**config.mk**
```make
export PLATFORM = sky130hd
export DESIGN_NAME = var_data_delay
export DESIGN_NICKNAME = d
export VERILOG_FILES = /design/src/rtl/var_data_delay.sv
export SDC_FILE = /design/constraint.sdc
export NUM_CORES = 1
export LEC_CHECK = 0
export CORE_UTILIZATION = 45
export CTS_BUF_LIST = sky130_fd_sc_hd__clkbuf_8
export DETAILED_ROUTE_END_ITERATION = 10
export PLACE_DENSITY_LB_ADDON = 0.05
export SKIP_LAST_GASP = 1
export SYNTH_ARGS = -nofsm -noshare
export SYNTH_HDL_FRONTEND = slang
export SYNTH_SLANG_ARGS = --single-unit
export TNS_END_PERCENT = 50
```
**constraint.sdc**
```tcl
create_clock -name I_video_clk -period 5.45 [get_ports I_video_clk]
set_input_delay 1.09 -clock I_video_clk [delete_from_list [all_inputs] [get_ports I_video_clk]]
set_output_delay 1.09 -clock I_video_clk [all_outputs]
set_load 0.1 [all_outputs]
```
**src/rtl/var_data_delay.sv**
```systemverilog
// Multi-lane programmable video delay line over a circular buffer; all lanes share one delay.
// Define DATA_DELAY_CE_EN to add the I_en advance enable; otherwise every clock edge advances.
module var_data_delay #(
    parameter int DATA_WIDTH = 8,
    parameter int CH_NUM     = 3,
    parameter int MAX_DELAY  = 16,
    parameter int DLY_W      = 5
) (
    input  logic                         I_video_clk,
    input  logic                         I_rst_n,
`ifdef DATA_DELAY_CE_EN
    input  logic                         I_en,
`endif
    input  logic [DLY_W-1:0]             I_delay,
    input  logic [CH_NUM*DATA_WIDTH-1:0] I_data,
    output logic [CH_NUM*DATA_WIDTH-1:0] O_data,
    output logic                         O_valid
);

    localparam int BUS_W = CH_NUM * DATA_WIDTH;
    localparam int PTR_W = $clog2(MAX_DELAY);
    localparam int SUM_W = DLY_W + 2;
    localparam logic [PTR_W-1:0] PTR_LAST = PTR_W'(MAX_DELAY - 1);
    localparam logic [DLY_W-1:0] DLY_MAX  = DLY_W'(MAX_DELAY);
    localparam logic [DLY_W-1:0] DLY_ONE  = DLY_W'(1);

    typedef enum logic {
        S_FILL = 1'b0,
        S_RUN  = 1'b1
    } state_t;

    logic             w_en;
    logic [DLY_W-1:0] w_de;
    logic             w_chg;

`ifdef DATA_DELAY_CE_EN
    assign w_en = I_en;
`else
    assign w_en = 1'b1;
`endif

    state_t             r_state;
    state_t             w_state_nxt;
    logic [DLY_W-1:0]   r_dly_q;
    logic [DLY_W-1:0]   r_fill_cnt;
    logic [DLY_W-1:0]   w_fill_nxt;
    logic [DLY_W:0]     w_fill_inc;
    logic               r_valid;
    logic               w_valid_nxt;
    logic [BUS_W-1:0]   r_mem [MAX_DELAY];
    logic [PTR_W-1:0]   r_wr_ptr;
    logic [PTR_W-1:0]   w_rd_ptr;
    logic [SUM_W-1:0]   w_rd_sum;
    logic [BUS_W-1:0]   w_sample;
    logic [BUS_W-1:0]   r_data;

    always_comb begin
        if (I_delay == '0) begin
            w_de = DLY_ONE;
        end else if (I_delay > DLY_MAX) begin
            w_de = DLY_MAX;
        end else begin
            w_de = I_delay;
        end
    end

    assign w_chg      = (w_de != r_dly_q);
    assign w_fill_inc = {1'b0, r_fill_cnt} + {{DLY_W{1'b0}}, 1'b1};

    // Oldest slot still needed: (wr_ptr - De + 1) mod MAX_DELAY, kept non-negative by adding MAX_DELAY.
    assign w_rd_sum = SUM_W'(r_wr_ptr) + SUM_W'(MAX_DELAY + 1) - SUM_W'(r_dly_q);
    assign w_rd_ptr = (w_rd_sum >= SUM_W'(MAX_DELAY)) ? PTR_W'(w_rd_sum - SUM_W'(MAX_DELAY))
                                                      : PTR_W'(w_rd_sum);

    // De=1 reads the slot being written this edge, so bypass the buffer.
    assign w_sample = (r_dly_q == DLY_ONE) ? I_data : r_mem[w_rd_ptr];

    always_ff @(posedge I_video_clk or negedge I_rst_n) begin
        if (!I_rst_n) begin
            r_state    <= S_FILL;
            r_fill_cnt <= '0;
            r_valid    <= 1'b0;
            r_dly_q    <= DLY_ONE;
        end else begin
            r_state    <= w_state_nxt;
            r_fill_cnt <= w_fill_nxt;
            r_valid    <= w_valid_nxt;
            r_dly_q    <= w_de;
        end
    end

    always_comb begin
        w_state_nxt = r_state;
        w_fill_nxt  = r_fill_cnt;
        w_valid_nxt = r_valid;
        if (w_chg) begin
            w_state_nxt = S_FILL;
            w_fill_nxt  = w_en ? DLY_ONE : '0;
            w_valid_nxt = 1'b0;
        end else if (w_en) begin
            case (r_state)
                S_FILL: begin
                    w_fill_nxt = w_fill_inc[DLY_W-1:0];
                    // >= covers a change to De=1, where the change edge alone already filled the pipe
                    if (w_fill_inc >= {1'b0, w_de}) begin
                        w_state_nxt = S_RUN;
                        w_valid_nxt = 1'b1;
                    end
                end
                S_RUN: begin
                    w_valid_nxt = 1'b1;
                end
                default: begin
                    w_state_nxt = S_FILL;
                    w_valid_nxt = 1'b0;
                end
            endcase
        end
    end

    always_ff @(posedge I_video_clk or negedge I_rst_n) begin
        if (!I_rst_n) begin
            r_wr_ptr <= '0;
            r_data   <= '0;
            for (int i = 0; i < MAX_DELAY; i++) begin
                r_mem[i] <= '0;
            end
        end else begin
            if (w_en) begin
                r_mem[r_wr_ptr] <= I_data;
                r_wr_ptr        <= (r_wr_ptr == PTR_LAST) ? '0 : r_wr_ptr + 1'b1;
            end
            if (w_en || w_chg) begin
                r_data <= w_valid_nxt ? w_sample : '0;
            end
        end
    end

    assign O_data  = r_data;
    assign O_valid = r_valid;

endmodule

```
==> results of run 1 <==
[registers in the layout, summed over array words and instances, names as in the netlist]
signal	cells
r_mem	384
O_data	24
r_fill_cnt	5
r_dly_q	5
r_wr_ptr	4
O_valid	1
r_state	1
[per-layer routing]
layer / wire length (um) / vias up
met5: 0 / -
met4: 1170 / 0
met3: 1710 / 92
met2: 20700 / 204
met1: 23700 / 5940
li1: - / 4830
[where the power goes]
part,total (W),switching [W],internal [W]
Combinational,0.000811,0.000424,0.000387
Clock,0.00287,0.00128,0.00159
Sequential,0.00337,0.0000721,0.00330
[path summary, 6_finish.rpt]
| path | from | endpoint | slack [ns] |
|---|---|---|---|
| worst max-delay path | r_wr_ptr[2] | O_data[11] | 1.84 |
| worst min-delay path | I_rst_n | r_fill_cnt[4] | 0.40 |
| worst max register to register | r_wr_ptr[2] | O_data[11] | 1.84 |
| worst min register to register | r_mem[284] | r_mem[284] | 0.50 |
| max in group asynchronous | I_rst_n | r_mem[116] | 3.80 |
| min in group I_video_clk | r_mem[284] | r_mem[284] | 0.50 |
[cell type report]
class,instances,share of cell area
Clock buffer,94,0.0592
Clock inverter,38,0.00830
Inverter,12,0.00206
Multi-Input combinational cell,734,0.379
Sequential cell,424,0.485
Tap cell,539,0.0309
Timing Repair Buffer,76,0.0355
[cells in the final DEF (no fill, tap or decap), drive strengths merged, types with 6 or more instances in the layout]
| cell | synthesis | final |
|---|---|---|
| xnor2 | 7 | 7 |
| mux2i | 41 | 41 |
| mux2 | 408 | 408 |
| nor2 | 11 | 11 |
| nand3 | 7 | 7 |
| ha | 14 | 14 |
| o22ai | 44 | 44 |
| nor3 | 43 | 43 |
| inv | 12 | 45 |
| nand2 | 12 | 12 |
| a211oi | 6 | 6 |
| dfrtp | 423 | 423 |
| buf | 52 | 22 |
| clkbuf | 49 | 94 |
| nor2b | 26 | 26 |
| mux4 | 76 | 76 |
| clkdlybuf4s50 | 0 | 54 |
[worst max-delay path: stages, from the launching register on]
cell and delay [ns]:
dfrtp_1 0.69, ha_1 0.35, fa_4 1.15, nand2b_1 0.51, buf_4 0.37, o22ai_1 0.15, nor3_1 0.08, nor3_2 0.21
[metrics by stage]
step | setup slack [ns] | utilization
2_1_floorplan | 2.46 | -
6_report | 1.84 | 0.518
3_3_place_gp | 1.59 | 0.483
4_1_cts | 1.83 | 0.518
5_1_grt | 1.66 | 0.518
3_5_place_dp | 1.56 | 0.483
[logic make-up after synthesis]
family | count (synthesis) | synth area share
fa+ha+maj | 15 | 0.0101
compound gates | 67 | 0.0245
xor+xnor | 11 | 0.00497
flops | 424 | 0.548
simple gates | 116 | 0.0369
buf+inv | 114 | 0.0289
mux | 525 | 0.347
==> reports/summary.txt, run 1 <==
most numerous cell in the Yosys netlist: dfrtp_1
Core ar.: 0.0422 mm^2
Starting Density: 0.459
TritonCTS buffer count: 74
CP required: 5.99 ns
WL per Instance: 24.7 um
clk_skew: 0.0229 ns
Setup crit end kind: flip-flop
Rows: 75
CP Data Arrival Time: 4.16 ns
GR Util met2: 0.326
number of synthesized register bits: 424
Synth Net Count: 1318
Post-synth ARST share: 1.00
most frequent cells after synthesis: dfrtp_1 (423), mux2_2 (408), mux4_2 (76)
Syn Inst Count: 1272
Rel. slew slack: 0.209
Placed Instance Area: 0.0204 mm^2
Final Max Tran Viols: 0
final std cells w/o fill: 1917
area leader, netlist: dfrtp_1
number of synthesized flops with an enable pin: 0
Post-Syn Area: 0.0194 mm^2
setup bufs post-CTS: 0
final WL: 47400 um
largest cells by area after synthesis: dfrtp_1 (55%), mux2_2 (24%), mux4_2 (8.8%)
Mean Syn Cell Area: 15.2 um^2
met3 usage: 0.0441
DRC errors left: 0
fillers: 3585
PwrDens: 323 mW/mm^2
routability cong.: 0.716
worst slew pin tran: 1.18 ns
maximum vdd ir drop: 0.162 mV
maximum clock path buffer count: 3
GRT busiest layer: met1
crit path time final: 3.61 ns
Multi-input gate area: 0.00828 mm^2
Synth cell types: 48
height of the die: 209 um
first-pass detailed-route iteration total: 5
Inst Count DP: 1785
largest net degree at the start of global routing: 121
hold-fix buffers at CTS: 0
DR vias/cell: 5.77
Nets: 1368
# IOs: 56
clk sink count: 424
sequential area share after synthesis: 0.548
Die Area: 0.0439 mm^2
Reg area: 0.0106 mm^2
synth warn: 0
worst hold path class: in -> async
CTS tree: done
CTS resizes: 0
Chip Width: 209 um
HPWL after DPL: 24700 um
outcome: complete, no violations
Area Overhead vs Synth: 12.8%
MaxCap Viol Count: 0
crit-path max FO: 30
Setup TNS: 0 ns
Clk pin slew, worst setup/hold paths: 0.06 ns
total power: 0.00706 W
routed via count: 11100
Root Driver: clkbuf_8
Tot GR Track Use: 0.228
grt ovf: 0
Worst R2R Path Depth: 7
Pleak: 9.05 nW
Hold WS: 0.399 ns
GR Util met1: 0.349
vias in the first global route: 11600
Worst setup SP type: flip-flop
fmax: 277 MHz
fin area: 0.0219 mm^2
Ant. Diodes: 0
first-pass GRT wire length: 73800 um
top_reg_cell synth: dfrtp_1
H-tree depth: 3
initial DRC count: 596
RSZ-0062 raised after global routing: false
initial antenna violation count: 0
Yosys top cell area share: 0.546
worst skew pair latency: 0.63 ns
antenna violation net count after detailed routing: 0
Hold Vio Cnt, Final: 0
final setup fails: 0
crit path kind: reg -> reg
Final Cycle Share: 0.663
Port Buffer Count: 55
share of cells above drive strength 1: 0.472
No activity file was read; power rests on OpenSTA's default activity.
==> run 2: changes to the inputs <==
==> constraint.sdc (replaced) <==
create_clock -name I_video_clk -period 2.95 [get_ports I_video_clk]
set_input_delay 0.59 -clock I_video_clk [delete_from_list [all_inputs] [get_ports I_video_clk]]
set_output_delay 0.59 -clock I_video_clk [all_outputs]
set_load 0.1 [all_outputs]
==> run 2 against run 1 <==
- final cell count grew 3.3%
- clock power grew 80%
- critical path type unchanged
- sequential cell count is the same
- global-route usage grew 0.55 points
- hold slack gained 0.099 ns
- largest power group unchanged
==> reports/summary.txt, run 2 (same netlist as run 1, synthesis figures left out) <==
outcome: complete, no violations
Root Driver: clkbuf_8
CTS tree: done
crit-path max FO: 11
largest delay contributor family on the critical path: adder cells
Chip Width: 209 um
Clk pwr share: 0.393
H-tree depth: 3
WP buf/inv: 4
Flop pwr share: 0.474
WL per Instance: 24.6 um
reg-to-reg endpoint: O_data[19]
CP required: 3.51 ns
maximum clock path buffer count: 3
most frequent cells in the layout: dfrtp_1 (423), mux2_2 (407), clkbuf_8 (90)
worst hold path class: reg -> reg
max FFs per register: 384
final WL: 48600 um
antenna violation net count after detailed routing: 0
Port Buffer Count: 55
vias in the first global route: 12200
crit path launch: r_dly_q[0]
height of the die: 209 um
Final Max Tran Viols: 0
Post-Place Worst Slack: -0.152 ns
clk_skew: 0.0285 ns
grt ovf: 0
Nets: 1442
final setup fails: 0
Tot GR Track Use: 0.233
crit path time final: 2.94 ns
Hold Vio Cnt, Final: 0
initial antenna violation count: 1
DRC errors left: 0
critical path depth in cells: 11
worst stage delay on the critical path: 0.80 ns
HPWL after DPL: 29200 um
Combinational Power Share: 0.132
Worst R2R Path Depth: 11
Pleak: 9.56 nW
Clk pin slew, worst setup/hold paths: 0.06 ns
Most flops, register: r_mem
Final Cycle Share: 0.996
Hold WS: 0.498 ns
TritonCTS buffer count: 77
first-pass GRT wire length: 76200 um
Multi-input gate area: 0.00832 mm^2
Slowest-stage cell, CP: fa_4
RSZ-0062 raised after global routing: true
Setup crit end kind: flip-flop
Reg area: 0.0106 mm^2
CP Data Arrival Time: 3.50 ns
Core ar.: 0.0422 mm^2
Starting Density: 0.459
commonest non-fill, non-tap cell in the layout: dfrtp_1
fillers: 3555
MaxCap Viol Count: 0
Worst setup SP type: flip-flop
routability cong.: 0.752
hold wc startpoint: r_mem[232]
worst r2r src: r_dly_q[0]
initial DRC count: 533
crit path kind: reg -> reg
share of total power consumed by net switching: 0.259
maximum vdd ir drop: 0.315 mV
routed via count: 11400
DR vias/cell: 5.74
first-pass detailed-route iteration total: 4
fmax: 340 MHz
share of cells above drive strength 1: 0.521
Worst setup endpoint: O_data[19]
PwrDens: 579 mW/mm^2
Ant. Diodes: 0
worst slew pin tran: 0.690 ns
R2R Setup Slk: 0.01 ns
Rel. slew slack: 0.538
Die Area: 0.0439 mm^2
clk sink count: 424
largest net degree at the start of global routing: 64
Pint: 0.00974 W
Rows: 75
NetSw: 0.00341 W
most used cell, CP: ha_4
# IOs: 56
Area Overhead vs Synth: 17.2%
critical path, cell by cell: inv_2 -> ha_4 -> ha_4 -> fa_4 -> buf_4 -> buf_16 -> nand2_1 -> buf_12 -> o22ai_1 -> nor3_1 -> nor3_2
worst skew pair latency: 0.64 ns
final worst setup slack: 0.0125 ns
==> run 2: changes by cell type in the layout (fill, tap and decap cells not counted), moves of 5 or more <==
cell             previous run  this run
buf_4                      16        79
buf_12                      5        34
clkdlybuf4s50_1            54        29
o22ai_2                     0         5
inv_1                      44        37
o22ai_1                    44        38
==> run 2: through the flow <==
step / power, W / util / cell area, um^2 / TNS (ns) / cells
finish: 0.0131 / 0.538 / 22700 / 0 / 1980
global placement: 0.00800 / 0.500 / 21100 / -4.61 / 1848
floorplan: 0.00733 / - / 19400 / 0 / 1272
global route: 0.0137 / 0.538 / 22700 / -0.406 / 1980
detailed placement: 0.00802 / 0.500 / 21100 / -3.50 / 1848
CTS: 0.0133 / 0.536 / 22600 / -0.209 / 1976
==> run 2: worst min-delay path by stage <==
| stage | end | cells past startpoint |
|---|---|---|
| finish | r_mem[232] | 1 |
| global route | r_mem[58] | 1 |
| CTS | r_mem[231] | 1 |
| detailed placement | r_mem[231] | 1 |
| global placement | r_mem[248] | 1 |
| floorplan | O_data[0] | 0 |
==> run 2: power groups by stage <==
stage	clock (W)	combinational, W	sequential (W)
6_report	0.00517	0.00174	0.00624
5_1_grt	0.00559	0.00188	0.00627
4_1_cts	0.00534	0.00175	0.00623
3_5_place_dp	0	0.00169	0.00633
3_3_place_gp	0	0.00168	0.00632
2_1_floorplan	0	0.00100	0.00633
==> run 2: cell type report <==
cell class | instances | area share
sequential | 424 | 0.468
clock buffer | 90 | 0.0546
timing repair buffer | 147 | 0.0722
clock inverter | 34 | 0.00728
multi-input combinational | 734 | 0.367
tap | 539 | 0.0297
inverter | 12 | 0.00198
==> run 2: routing by layer <==
metal / vias up / track usage / share of wire
li1: 4979 / - / -
met1: 6137 / 0.334 / 0.48
met5: - / 0 / 0.00021
met2: 175 / 0.370 / 0.47
met4: 2 / 0.0634 / 0.019
met3: 74 / 0.0377 / 0.031
==> run 2: what timing repair did <==
action / 4_1_cts / 5_1_grt
hold endpoints to repair: 51 / 0
endpoints found under the setup margin: 20 / 23
hold buffers: 1 / 0
cloned: 1 / 0
pin swaps: 1 / 2
buffers inserted: 2 / 4
resized for setup: 3 / 10
==> run 3: changes to the inputs <==
==> constraint.sdc (replaced) <==
create_clock -name I_video_clk -period 2.54 [get_ports I_video_clk]
set_input_delay 0.508 -clock I_video_clk [delete_from_list [all_inputs] [get_ports I_video_clk]]
set_output_delay 0.508 -clock I_video_clk [all_outputs]
set_load 0.1 [all_outputs]
==> run 3 against run 2 <==
- the flow now finishes with violations (negative setup slack)
- largest cell class unchanged
- critical endpoint is now O_data[10]
- sequential share of layout area down 1.2 points
- clock power up 21%
- routed wire length up 1.1%
==> reports/summary.txt, run 3 (same netlist as run 1, synthesis figures left out) <==
WL per Instance: 24.3 um
crit path kind: reg -> reg
initial antenna violation count: 0
PwrDens: 674 mW/mm^2
worst skew pair latency: 0.64 ns
# IOs: 56
antenna violation net count after detailed routing: 0
Final Cycle Share: 1.15
H-tree depth: 3
Combinational Power Share: 0.139
Most flops, register: r_mem
GR Util met2: 0.362
worst hold path class: in -> async
vias in the first global route: 12200
Die Area: 0.0439 mm^2
fmax: 343 MHz
grt ovf: 0
Hold Vio Cnt, Final: 0
GRT busiest layer: met2
Clk pwr share: 0.399
Ant. Diodes: 0
final worst setup slack: -0.378 ns
CP Data Arrival Time: 3.42 ns
Final Max Tran Viols: 0
Pint: 0.0117 W
share of cells above drive strength 1: 0.547
Rel. slew slack: 0.471
Flop pwr share: 0.462
final std cells w/o fill: 2026
routability cong.: 0.742
maximum clock path buffer count: 3
most frequent cells in the layout: dfrtp_1 (423), mux2_2 (406), buf_4 (108)
TritonCTS buffer count: 77
Clk pin slew, worst setup/hold paths: 0.06 ns
Worst setup SP type: flip-flop
crit-path max FO: 24
maximum vdd ir drop: 0.347 mV
final core utilization: 0.551
Root Driver: clkbuf_8
worst slew pin tran: 0.791 ns
Pleak: 9.87 nW
met3 usage: 0.0447
routed via count: 11400
clk_skew: 0.0261 ns
height of the die: 209 um
DRC errors left: 0
Rows: 75
GR Util met1: 0.332
initial DRC count: 637
Nets: 1477
Core ar.: 0.0422 mm^2
outcome: finished with violations
final WL: 49200 um
max FFs per register: 384
Starting Density: 0.459
failing checks: negative setup slack
NetSw: 0.00401 W
first-pass detailed-route iteration total: 4
Setup crit end kind: flip-flop
Worst R2R Path Depth: 10
first-pass GRT wire length: 76000 um
CP required: 3.04 ns
HPWL after DPL: 29900 um
DR vias/cell: 5.62
largest net degree at the start of global routing: 87
Port Buffer Count: 55
final setup fails: 24
Chip Width: 209 um
R2R Setup Slk: -0.38 ns
Area Overhead vs Synth: 20.2%
worst r2r src: r_dly_q[0]
clk sink count: 424
CTS tree: done
crit path time final: 2.92 ns
share of total power consumed by net switching: 0.255
MaxCap Viol Count: 0
Inst Count DP: 1877
Tot GR Track Use: 0.232
commonest non-fill, non-tap cell in the layout: dfrtp_1
RSZ-0062 raised after global routing: true
reg-to-reg endpoint: O_data[10]
==> run 3: cell count changes in the layout (fill, tap and decap cells not counted), sizes merged <==
| cell | before | now |
|---|---|---|
| buf | 117 | 150 |
| inv | 43 | 42 |
| clkinvlp | 1 | 3 |
| clkbuf | 90 | 100 |
| clkinv | 2 | 4 |
==> run 3: how the worst max path moves through the flow <==
stage | slack, ns | endpoint | startpoint
after floorplan | 0.004 | O_data[23] | r_dly_q[0]
after global placement | -0.53 | O_data[23] | I_delay[1]
after detailed placement | -0.59 | O_data[0] | I_delay[1]
after CTS | -0.36 | O_data[10] | r_dly_q[0]
after global routing | -0.44 | O_data[8] | r_wr_ptr[1]
final | -0.38 | O_data[10] | r_dly_q[0]
==> run 3: repair_timing <==
| action | in CTS | in global routing |
|---|---|---|
| cloned | 1 | 2 |
| resized for setup | 7 | 9 |
| buffers inserted | 3 | 7 |
| setup endpoints to repair | 24 | 25 |
| hold buffers | 1 | 0 |
| pin swaps | 2 | 3 |
| hold endpoints to repair | 26 | 0 |
==> run 3: routing by layer <==
metal  share of wire  wire, um
met1            0.47     22900
met2            0.47     22900
met3           0.045      2210
met4           0.022      1090
met5               0         0
==> run 3: layout make-up <==
type	count	area [um^2]
fill	3458	18900
multi-input combinational	734	8440
sequential	424	10600
clock buffer	98	1350
timing repair buffer	182	2000
clock inverter	37	163
inverter	12	45.0
tap	539	674
==> run 3: stage by stage <==
stage	area [um^2]	worst slack [ns]	hold slack [ns]	TNS, ns	total power, W
final	23300	-0.378	0.388	-7.69	0.0157
after global routing	23300	-0.435	0.362	-9.39	0.0164
after CTS	23100	-0.361	0.355	-7.90	0.0158
after detailed placement	21500	-0.593	0.448	-14.51	0.00941
after global placement	21500	-0.529	0.442	-12.95	0.00938
after floorplan	19500	0.00369	0.212	0	0.00858
==> run 3: worst max-delay path, cell delays in order, from the launching register on <==
cell,delay (ns)
dfstp_2,0.53
inv_2,0.04
ha_4,0.15
ha_4,0.15
fa_4,0.77
buf_12,0.15
buf_12,0.20
mux4_2,0.31
mux2_2,0.28
o22ai_2,0.11
nor3_2,0.07
==> run 3: power by group through the flow <==
stage / Sequential [W] / Combinational, W / Clock, W
global route: 0.00728 / 0.00235 / 0.00677
finish: 0.00724 / 0.00218 / 0.00626
floorplan: 0.00735 / 0.00123 / 0
CTS: 0.00724 / 0.00212 / 0.00648
global placement: 0.00735 / 0.00204 / 0
detailed placement: 0.00736 / 0.00206 / 0
